--- src/rtl/alu_seq_exec.sv ---
// alu_seq_exec: execute-stage ALU with valid/ready handshakes and an iterative 1-bit/cycle shifter.
// Define ALU_FAST_SHIFT_EN to replace the iterative shifter with a single-cycle barrel shifter.
module alu_seq_exec #(
  parameter int DATA_WIDTH = 32
) (
  input  logic                  clk,
  input  logic                  reset_n,
  input  logic                  in_valid,
  output logic                  in_ready,
  input  logic [3:0]            Operation,
  input  logic [DATA_WIDTH-1:0] SrcA,
  input  logic [DATA_WIDTH-1:0] SrcB,
  output logic                  out_valid,
  input  logic                  out_ready,
  output logic [DATA_WIDTH-1:0] ALUResult,
  output logic                  Zero
);
  localparam int SHAMT_W = $clog2(DATA_WIDTH);
  typedef enum logic [1:0] {IDLE, SHIFT, DONE} state_t;
  state_t                state;
  logic [SHAMT_W-1:0]    shamt;
  logic                  accept;
  logic [DATA_WIDTH-1:0] res;
  assign shamt    = SrcB[SHAMT_W-1:0];
  assign in_ready = state == IDLE || (state == DONE && out_ready);
  assign accept   = in_valid && in_ready;
  // Iterative builds return SrcA for shift ops here; that path is only taken for amount 0.
  always_comb begin
    res = '0;
    case (Operation)
      4'b0000: res = SrcA & SrcB;
      4'b0001: res = SrcA | SrcB;
      4'b0010: res = SrcA + SrcB;
      4'b0100: res = SrcA ^ SrcB;
      4'b0101: res = DATA_WIDTH'($signed(SrcA) < $signed(SrcB));
      4'b0110: res = SrcA - SrcB;
      4'b0111: res = DATA_WIDTH'(SrcA < SrcB);
      4'b1010: res = DATA_WIDTH'(SrcA != SrcB);
      4'b1011: res = DATA_WIDTH'($signed(SrcA) >= $signed(SrcB));
      4'b1100: res = DATA_WIDTH'(SrcA >= SrcB);
      4'b1101: res = SrcB;
      4'b1110: res = DATA_WIDTH'(SrcA == SrcB);
`ifdef ALU_FAST_SHIFT_EN
      4'b0011: res = SrcA << shamt;
      4'b1000: res = SrcA >> shamt;
      4'b1001: res = DATA_WIDTH'($signed(SrcA) >>> shamt);
`else
      4'b0011, 4'b1000, 4'b1001: res = SrcA;
`endif
      default: res = '0;
    endcase
  end
`ifdef ALU_FAST_SHIFT_EN
  always_ff @(posedge clk or negedge reset_n) begin
    if (!reset_n) begin
      state     <= IDLE;
      out_valid <= 1'b0;
      ALUResult <= '0;
      Zero      <= 1'b1;
    end else if (accept) begin
      ALUResult <= res;
      Zero      <= res == '0;
      state     <= DONE;
      out_valid <= 1'b1;
    end else if (state == DONE && out_ready) begin
      state     <= IDLE;
      out_valid <= 1'b0;
    end
  end
`else
  logic [DATA_WIDTH-1:0] acc, acc_nxt;
  logic [SHAMT_W-1:0]    cnt;
  logic [3:0]            op_q;
  logic                  is_shift;
  assign is_shift = Operation == 4'b0011 || Operation == 4'b1000 || Operation == 4'b1001;
  assign acc_nxt  = op_q == 4'b0011 ? acc << 1 :
                    op_q == 4'b1001 ? {acc[DATA_WIDTH-1], acc[DATA_WIDTH-1:1]} : acc >> 1;
  always_ff @(posedge clk or negedge reset_n) begin
    if (!reset_n) begin
      state     <= IDLE;
      out_valid <= 1'b0;
      ALUResult <= '0;
      Zero      <= 1'b1;
      acc       <= '0;
      cnt       <= '0;
      op_q      <= '0;
    end else if (accept) begin
      if (is_shift && shamt != '0) begin
        acc       <= SrcA;
        cnt       <= shamt;
        op_q      <= Operation;
        state     <= SHIFT;
        out_valid <= 1'b0;
      end else begin
        ALUResult <= res;
        Zero      <= res == '0;
        state     <= DONE;
        out_valid <= 1'b1;
      end
    end else if (state == SHIFT) begin
      acc <= acc_nxt;
      cnt <= cnt - 1'b1;
      if (cnt == SHAMT_W'(1)) begin
        ALUResult <= acc_nxt;
        Zero      <= acc_nxt == '0;
        state     <= DONE;
        out_valid <= 1'b1;
      end
    end else if (state == DONE && out_ready) begin
      state     <= IDLE;
      out_valid <= 1'b0;
    end
  end
`endif
endmodule

--- config.mk ---
export PLATFORM = sky130hd
export DESIGN_NAME = alu_seq_exec
export DESIGN_NICKNAME = d
export VERILOG_FILES = /design/src/rtl/alu_seq_exec.sv
export SDC_FILE = /design/constraint.sdc
export NUM_CORES = 1
export LEC_CHECK = 0
export CORE_UTILIZATION = 25
export DETAILED_ROUTE_END_ITERATION = 10
export PLACE_DENSITY = 0.4
export SYNTH_ARGS = -nofsm -noshare
export SYNTH_HDL_FRONTEND = slang
export SYNTH_SLANG_ARGS = --single-unit
export TNS_END_PERCENT = 10
--- constraint.sdc ---
create_clock -name clk -period 7.7 [get_ports clk]
set_input_delay 0.77 -clock clk [delete_from_list [all_inputs] [get_ports clk]]
set_output_delay 0.77 -clock clk [all_outputs]
set_load 0.05 [all_outputs]
# Yosys cells after proc, flatten, opt, wreduce, memory -nomap -nowiden
# Cells that the tools add are included.
[word_totals] ff_bits=77 word_cells=87 in_bits=72 out_inout_bits=35
[classes] bitwise_logic=3 n_mux=27 n_eq_ne=24 add_sub_neg=3 magnitude_cmp=4 reduce_logical=19
[op_table] op="$pmux 32 s13" n=1
[op_table] op="$mux 32" n=9
[op_table] op="$ge 32x32->1" n=2
[op_table] op="$logic_not 32->1" n=2
[op_table] op="$lt 32x32->1" n=2
[op_table] op="$add 32x32->32" n=1
[op_table] op="$and 32x32->32" n=1
[op_table] op="$eq 32x32->1" n=1
[op_table] op="$eq 4x4->1 const B" n=8
[op_table] op="$ne 32x32->1" n=1
[op_table] op="$or 32x32->32" n=1
[op_table] op="$sub 32x32->32" n=1
[op_table] op="$xor 32x32->32" n=1
[op_table] op="$eq 4x3->1 const B" n=4
[op_table] op="$mux 5" n=3
[op_table] op="$eq 4x2->1 const B" n=3
[op_table] op="$mux 2" n=5
[op_table] op="$mux 1" n=9
[op_table] op="$reduce_and 2->1" n=3
[op_table] op="$eq 5x1->1 const B" n=1
[op_table] op="$reduce_bool 5->1" n=1
[op_table] op="$sub 5x1->5 const B" n=1
[op_table] op="$eq 4x1->1 const B" n=1
[op_table] op="$logic_not 4->1" n=1
[op_table] op="12 further kinds" n=17

# Logic depth before layout (Yosys ltp)
# Gate-level depths: netlist (run 1).
[depth] ltp_word=7 depth_mapped=15 mapped_depth_nobuf=15

# Least setup slack after synthesis (run 1)
# No wires, ideal clock.
[synth_path] kind="input to register" start="in SrcA[0]" end="reg Zero" arrival_ps=3711 required_ps=7614 slack_ps=3903 n_path_buf=0 setup_ps=86 path_stages=13 path_cell_list="ha_1 fa_1 a211oi_2 nor2_1 a221o_1 a221oi_1 o2111ai_1 nor3b_1 o211ai_1 or4_1 nor4_1 nand4_1 o31ai_2"
[synth_via] elab_chain_len=5 elab_cells_between_ends=15
[synth_lines] element="start, declared" line_no="11" source="input logic [DATA_WIDTH-1:0] SrcA,"
[synth_lines] element="$sub 32x32->32, or another cell as far along" line_no="36" source="4'b0110: res = SrcA - SrcB;"
[synth_lines] element="$pmux 32 s13 (*)" line_no="30" source="case (Operation)"
[synth_lines] element="$logic_not 32->1 (*)" line_no="96" source="Zero <= res == '0;"
[synth_lines] element="$mux 1 (*)" line_no="88" source="if (is_shift && shamt != '0) begin"
[synth_lines] element="$mux 1 (*)" line_no="87" source="end else if (accept) begin"
[synth_lines] element="end signal, assigned" line_no="83" source="Zero <= 1'b1;"
[synth_lines] element="end signal, assigned" line_no="96"
[synth_lines] element="end signal, assigned" line_no="105" source="Zero <= acc_nxt == '0;"
[synth_lines] element="end, declared" line_no="16" source="output logic Zero"
# Mark *: on every way between the ends. The rest lies on a longest branch, timed or not. The select of a mux whose other input is x is not followed.
# A chain may end at the register's enable or synchronous reset.

# Final worst setup path (run 1)
[layout_path] start="in Operation[2]" end="reg Zero"
[layout_via] elab_chain_len=6 elab_cells_between_ends=25
[layout_lines] element="start, declared" line_no="10" source="input logic [3:0] Operation,"
[layout_lines] element="$eq 4x2->1 / $eq 4x4->1 (equally long branches)" line_no="30, 75"
[layout_lines] element="$reduce_or 3->1 / $logic_or 1x1->1 (equally long branches)" line_no="30, 75"
[layout_lines] element="$pmux 32 s13 / $logic_or 1x1->1 (equally long branches)" line_no="30, 75"
[layout_lines] element="$logic_not 32->1 / $logic_and 1x1->1 (equally long branches)" line_no="96, 88"
[layout_lines] element="$mux 1 / $ne 2x2->1 (equally long branches)"
[layout_lines] element="$mux 1 / $reduce_and 3->1 (equally long branches)"
# Several ways; a longest one is shown, not always the timed one. The select of a mux whose other input is x is not followed.

==> results of run 1 <==
## path summary, 6_finish.rpt
kind                                              to  slack [ps]  depth (start not counted)
max in group asynchronous  ALUResult[26]$_DFFE_PN0P_        6330                          2
max                                 Zero$_DFFE_PN1P_        2440                         13
min reg2reg                      op_q[2]$_DFFE_PN0P_         500                          1
max reg2reg                         Zero$_DFFE_PN1P_        4340                         11
min in group clk                 op_q[2]$_DFFE_PN0P_         500                          1
min                         ALUResult[6]$_DFFE_PN0P_         330                          1
## cell families (layout without fill, tap and decap cells)
group,after synthesis,count (layout)
AO/OA/AOI/OAI,520,520
multiplexers,25,25
flip-flops,76,76
buffers and inverters,202,249
XOR/XNOR,3,3
AND/OR/NAND/NOR,550,550
adder cells (fa/ha/maj),101,101
## metrics by stage
stage	cell area, sq um	power [mW]	util [%]	setup slack (ps)	hold slack (ps)
5_1_grt	12200	1.72	29.8	2220	362
6_report	12200	1.64	29.8	2440	334
3_3_place_gp	11900	1.20	29.0	2040	475
2_1_floorplan	10300	0.910	-	3900	454
3_5_place_dp	11900	1.20	29.0	2060	477
4_1_cts	12200	1.64	29.8	2410	337
## layout by cell type, fill, tap and decap left out, types with 19 or more instances in the layout
| master | count |
|---|---|
| a211oi_1 | 24 |
| a21oi_1 | 138 |
| a22oi_1 | 20 |
| buf_4 | 22 |
| clkdlybuf4s50_1 | 104 |
| dfrtp_1 | 75 |
| ha_1 | 99 |
| inv_1 | 104 |
| nand2_1 | 152 |
| nand3_1 | 60 |
| nor2_1 | 153 |
| nor2b_1 | 19 |
| nor3_1 | 34 |
| nor4_1 | 27 |
| o211ai_1 | 28 |
| o21ai_0 | 120 |
## critical path: cells and delay by family
family	cells	cell delay [ps]
AOI/OAI and AO/OA	5	1470
buffers and inverters	2	840
and+or+nand+nor	6	2410
## per-layer routing
layer | routed length (um) | vias to the layer above
met5 | 0 | -
met4 | 1250 | 0
met3 | 2220 | 57
met2 | 21500 | 336
met1 | 23200 | 5727
li1 | - | 5475
## registers in the layout (all words and copies together) (netlist names)
signal and count:
ALUResult 32, Zero 1, cnt 5, state 1, op_q 4, acc 32, out_valid 1
## cell type report
class	instances	area, sq um	share of cell area, %
Tap cell	532	666	5.48
Sequential cell	76	1900	15.7
Inverter	106	398	3.27
Multi-Input combinational cell	1199	7680	63.2
Timing Repair Buffer	127	1210	9.97
Clock inverter	6	66.3	0.546
Clock buffer	10	229	1.88
## power breakdown
| group | total (mW) | switching [mW] | internal [mW] |
|---|---|---|---|
| combinational | 0.747 | 0.494 | 0.253 |
| clock | 0.437 | 0.186 | 0.251 |
| sequential | 0.453 | 0.0245 | 0.428 |
==> summary.txt, run 1 <==
Yosys
  • Synth Instances: 1477
  • Asr flop ratio synth: 100%
  • Register bit count reported by yosys: 76
  • Synth Flop Type: dfrtp_1
  • Top area cells in the synthesized netlist: dfrtp_1, ha_1, a21oi_1, o21ai_0, nand2_1
  • Synth Area in XOR/XNOR: 0.254%
  • Mapped Nets: 1650
  • Seq/Total Area, Yosys: 18.4%
  • Complex-gate fraction of the synthesized area: 33.2%
  • Largest family of logic cells by synthesized area: compound AO/OA/AOI/OAI gates
  • Commonest cells post-synth: nand2_1, nor2_1, a21oi_1
  • Yosys top cell by area: dfrtp_1
  • Post-Synth Adder-Cell Area: 12.4%
  • Share of the synthesized area in the top cell type: 18.1%
  • Post-Synth Simple-Gate Area: 25.4%
  • Post-synth design cell area: 0.0103 sq mm
  • Synthesized area per cell: 7.01 sq um
  • Synth cell types: 89
  • Mux cell area share after synthesis: 2.53%
  • Yosys warns: 0
  • Most instantiated library cell after synthesis: nand2_1
  • Post-synth EDFFs: 0

Timing
  • Final min period: 5260 ps
  • Final Setup Violations: 0
  • Unrepaired setup endpoints after global routing: false
  • Fin. Hold Viols: 0
  • Fmax: 190 MHz
  • Worst Tran Pin Value: 950 ps
  • Worst Skew: 6.50 ps
  • Rel. slew slack: 35.8%
  • Sum Neg Setup Slack: 0 ps
  • Fin crit share: 68.3%
  • Slew Limit Fails: 0

Die
  • Initial core utilization: 25.3%
  • Die Span X: 205 um
  • Die Y: 205 um
  • Area of the die: 0.0422 sq mm
  • I/O pin cnt: 107
  • CORE AREA: 0.0408 sq mm
  • Placement row count: 74

Detailed routing
  • Drt via density: 5.64
  • Vias: 11600
  • Iteration-0 DRC Markers: 1129
  • Total wire length: 48100 um
  • DR WL/cell: 23.4 um
  • Drc violations: 0
  • ANT nets after route: 0
  • Drt first pass iters: 7

Pwr
  • P_leak: 4.97 nW
  • Pwr Density: 135 mW/mm^2
  • Peak supply drop: 0.0819 mV

Critical path
  • Critical path required time: 7960 ps
  • CP Cell Sequence: clkdlybuf4s50_1 -> buf_4 -> or2_1 -> or2_1 -> o221ai_1 -> a221oi_1 -> o2111ai_1 -> nor3b_1 -> o211ai_1 -> or4_1 -> nor4_1 -> nand4_1 -> o31ai_2
  • Critical path arrival: 5520 ps
  • WS Path Type: in2reg
  • Cell mode on critical path: or2_1
  • Slowest CP cell: a221oi_1
  • Max FO, Critical Path: 33
  • Crit path launch: Operation[2]
  • Max stage delay on crit path: 600 ps
  • Startpoint class of the critical path: input port
  • Crit. End Element: flip-flop
  • R2R Path Start: out_valid$_DFFE_PN0P_

Worst hold path
  • HP Class: in2async

Clocking
  • Clk root buf: clkbuf_16
  • Post-CTS sizing: 0
  • Clock transition at path regs: 60 ps
  • Clk Latency, worst-skew pair: 350 ps
  • Clock buffer depth: 2
  • CTS tree: built
  • H-tree depth: 3
  • Clock sink count: 76
  • Hold-fix buffers, CTS: 0
  • CTS buffer count: 9
  • Setup repair bufs after CTS: 0

Final layout
  • Diodes inserted: 0
  • Non-Filler Instances: 2056
  • Area added between synthesis and finish: 17.4%
  • Nets: 1692
  • Share of layout cells above drive strength 1: 5.97%
  • Fillers: 4515

GRT
  • First-pass GRT wire length: 71600 um
  • Initial antenna violation count: 1
  • GRT met3 Usage: 1.82%
  • Met2 Track Usage GR: 35.6%
  • Largest net degree at the start of global routing: 91
  • Met1 Track Usage GR: 32.7%
  • Total Routing Usage GR: 22.7%
  • Total congestion overflow: 0
  • Vias in the first global route: 11000
  • GRT busiest layer: met2

Status
  • Outcome: finished, final reports clean

Placed design
  • Gpl congestion: 0.895
  • Buffers added on ports: 106
  • Hpwl dp: 37000 um
  • Inst Count DP: 2040

Job
  • Max_cap viols: 0
Note: power is estimated with default switching activity, not from simulation.
==> inputs of run 2 (changes only) <==
Settings changed: PLACE_DENSITY 0.4 to 0.41.
Clock period 7.7 ns to 4.7 ns, I/O delays scaled along.
==> summary.txt, run 2 (synthesis results as in run 1) <==
Final layout
  • Nets: 1878
  • Commonest non-fill, non-tap cell in the layout: buf_4
  • Post-Route Utilization: 33.3%
  • Share of layout cells above drive strength 1: 16.3%
  • Diodes inserted: 0
  • Area added between synthesis and finish: 31.4%
  • Biggest regs: ALUResult (32), acc (32), cnt (5)
  • Most frequent cells in the layout: buf_4, nor2_1, nand2_1
  • Fillers: 4433

Die
  • Area of the die: 0.0422 sq mm
  • Die Span X: 205 um
  • Placement row count: 74
  • Die Y: 205 um
  • Initial core utilization: 25.3%
  • CORE AREA: 0.0408 sq mm
  • I/O pin cnt: 107

Placed design
  • Dpl ws: -155 ps
  • Gpl congestion: 0.933
  • Hpwl dp: 41100 um
  • Buffers added on ports: 106

Detailed routing
  • Drc violations: 1
  • Iteration-0 DRC Markers: 1065
  • Drt via density: 5.49
  • DR WL/cell: 22.9 um
  • Total wire length: 51200 um
  • Vias: 12300
  • Drt first pass iters: 8
  • ANT nets after route: 0

Critical path
  • Cell mode on critical path: inv_1
  • Slowest CP cell: or4_1
  • Critical path arrival: 4850 ps
  • R2r setup slk: 1410 ps
  • R2R depth: 11
  • Critical path required time: 4980 ps
  • Startpoint class of the critical path: input port
  • CP Cell Sequence: clkdlybuf4s50_1 -> inv_1 -> ha_1 -> inv_1 -> fa_1 -> nor2b_1 -> o21ai_1 -> buf_4 -> a211oi_1 -> nor3_1 -> o2111ai_1 -> a21oi_1 -> o211ai_1 -> or4_1 -> nor4_1 -> nand4_1 -> o31ai_2
  • WS Path Type: in2reg
  • Max FO, Critical Path: 6
  • Crit. End Element: flip-flop
  • Crit path launch: SrcA[0]
  • R2R Path Start: out_valid$_DFFE_PN0P_
  • Max stage delay on crit path: 580 ps
  • Worst R2R End: Zero$_DFFE_PN1P_

Clocking
  • Hold-fix buffers, CTS: 0
  • H-tree depth: 3
  • CTS tree: built
  • Clock transition at path regs: 70 ps
  • Clock sink count: 76
  • Clk Latency, worst-skew pair: 360 ps
  • Clk root buf: clkbuf_16
  • CTS buffer count: 9
  • Clock buffer depth: 2

GRT
  • Total congestion overflow: 0
  • Largest net degree at the start of global routing: 90
  • Vias in the first global route: 11900
  • Total Routing Usage GR: 24.4%
  • Initial antenna violation count: 1
  • First-pass GRT wire length: 76700 um

Timing
  • Fin crit share: 97.3%
  • Worst Skew: 9.56 ps
  • Final min period: 4570 ps
  • Fin. Hold Viols: 0
  • Hold_ws: 31.9 ps
  • Unrepaired setup endpoints after global routing: false
  • Slew Limit Fails: 0
  • Rel. slew slack: 25.3%
  • Setup WS post-layout: 128 ps
  • Fmax: 219 MHz
  • Final Setup Violations: 0
  • Worst Tran Pin Value: 1120 ps

Pwr
  • Pwr Density: 217 mW/mm^2
  • P_leak: 5.90 nW
  • Peak supply drop: 0.141 mV

Worst hold path
  • HP Class: in2async

Status
  • Outcome: finished with violations
  • Failing checks: DRC

Job
  • Max_cap viols: 0
==> run 2: cell types whose count changed in the layout (fill, tap and decap cells not counted), sizes merged <==
| cell | delta |
|---|---|
| clkbuf | -1 |
| clkinv | +1 |
| buf | +186 |
| bufinv | +1 |
| clkinvlp | -2 |
==> run 2: worst max path at each step <==
stage | endpoint | slack (ps)
after global routing | Zero$_DFFE_PN1P_ | 4
after CTS | Zero$_DFFE_PN1P_ | 200
after floorplan | Zero$_DFFE_PN1P_ | 1200
final | Zero$_DFFE_PN1P_ | 130
after detailed placement | Zero$_DFFE_PN1P_ | -160
after global placement | Zero$_DFFE_PN1P_ | -170
==> run 2: timing repair <==
action | in CTS | in global routing
setup endpoints to repair | 0 | 1
setup buffers | 0 | 0
gates resized for setup | 0 | 1
==> run 2: report_power, final <==
| part | internal [mW] | leakage, nW | switching, mW |
|---|---|---|---|
| combinational | 0.576 | 4.93 | 0.866 |
| sequential | 0.702 | 0.812 | 0.0378 |
| clock | 0.463 | 0.151 | 0.302 |
| total | 1.74 | 5.90 | 1.21 |
==> run 2: per-layer routing <==
layer  vias to the layer above  share of wire (%)  track usage [%]
li1                       5854                  -                -
met1                      5944                 47             34.9
met2                       439                 44             38.2
met3                        64                5.7             2.36
met4                         0                2.5             7.35
met5                         -                  0                0
==> run 2: critical path: cells and delay by family <==
kind / cells / cell delay, ps
buf+inv: 4 / 830
simple gates: 5 / 1800
compound gates: 6 / 1160
fa+ha+maj: 2 / 600
==> run 2: area by class of cell <==
cell class	count	area [sq um]	share of cell area (%)
clock buffers	9	225	1.66
clock inverters	6	90.1	0.663
inverters	106	398	2.93
multi-input cells	1199	7680	56.5
flip-flops and latches	76	1900	14.0
well taps	532	666	4.90
repair buffers	313	2630	19.4
==> run 2: through the flow <==
step                      instance area (sq um)  total power, mW  instances  setup TNS (ps)
final                                     13600             2.95       2241               0
after global routing                      13600             3.10       2241               0
after global placement                    13300             2.17       2226            -169
after detailed placement                  13300             2.17       2226            -155
after floorplan                           10300             1.49       1477               0
after CTS                                 13600             2.95       2241               0
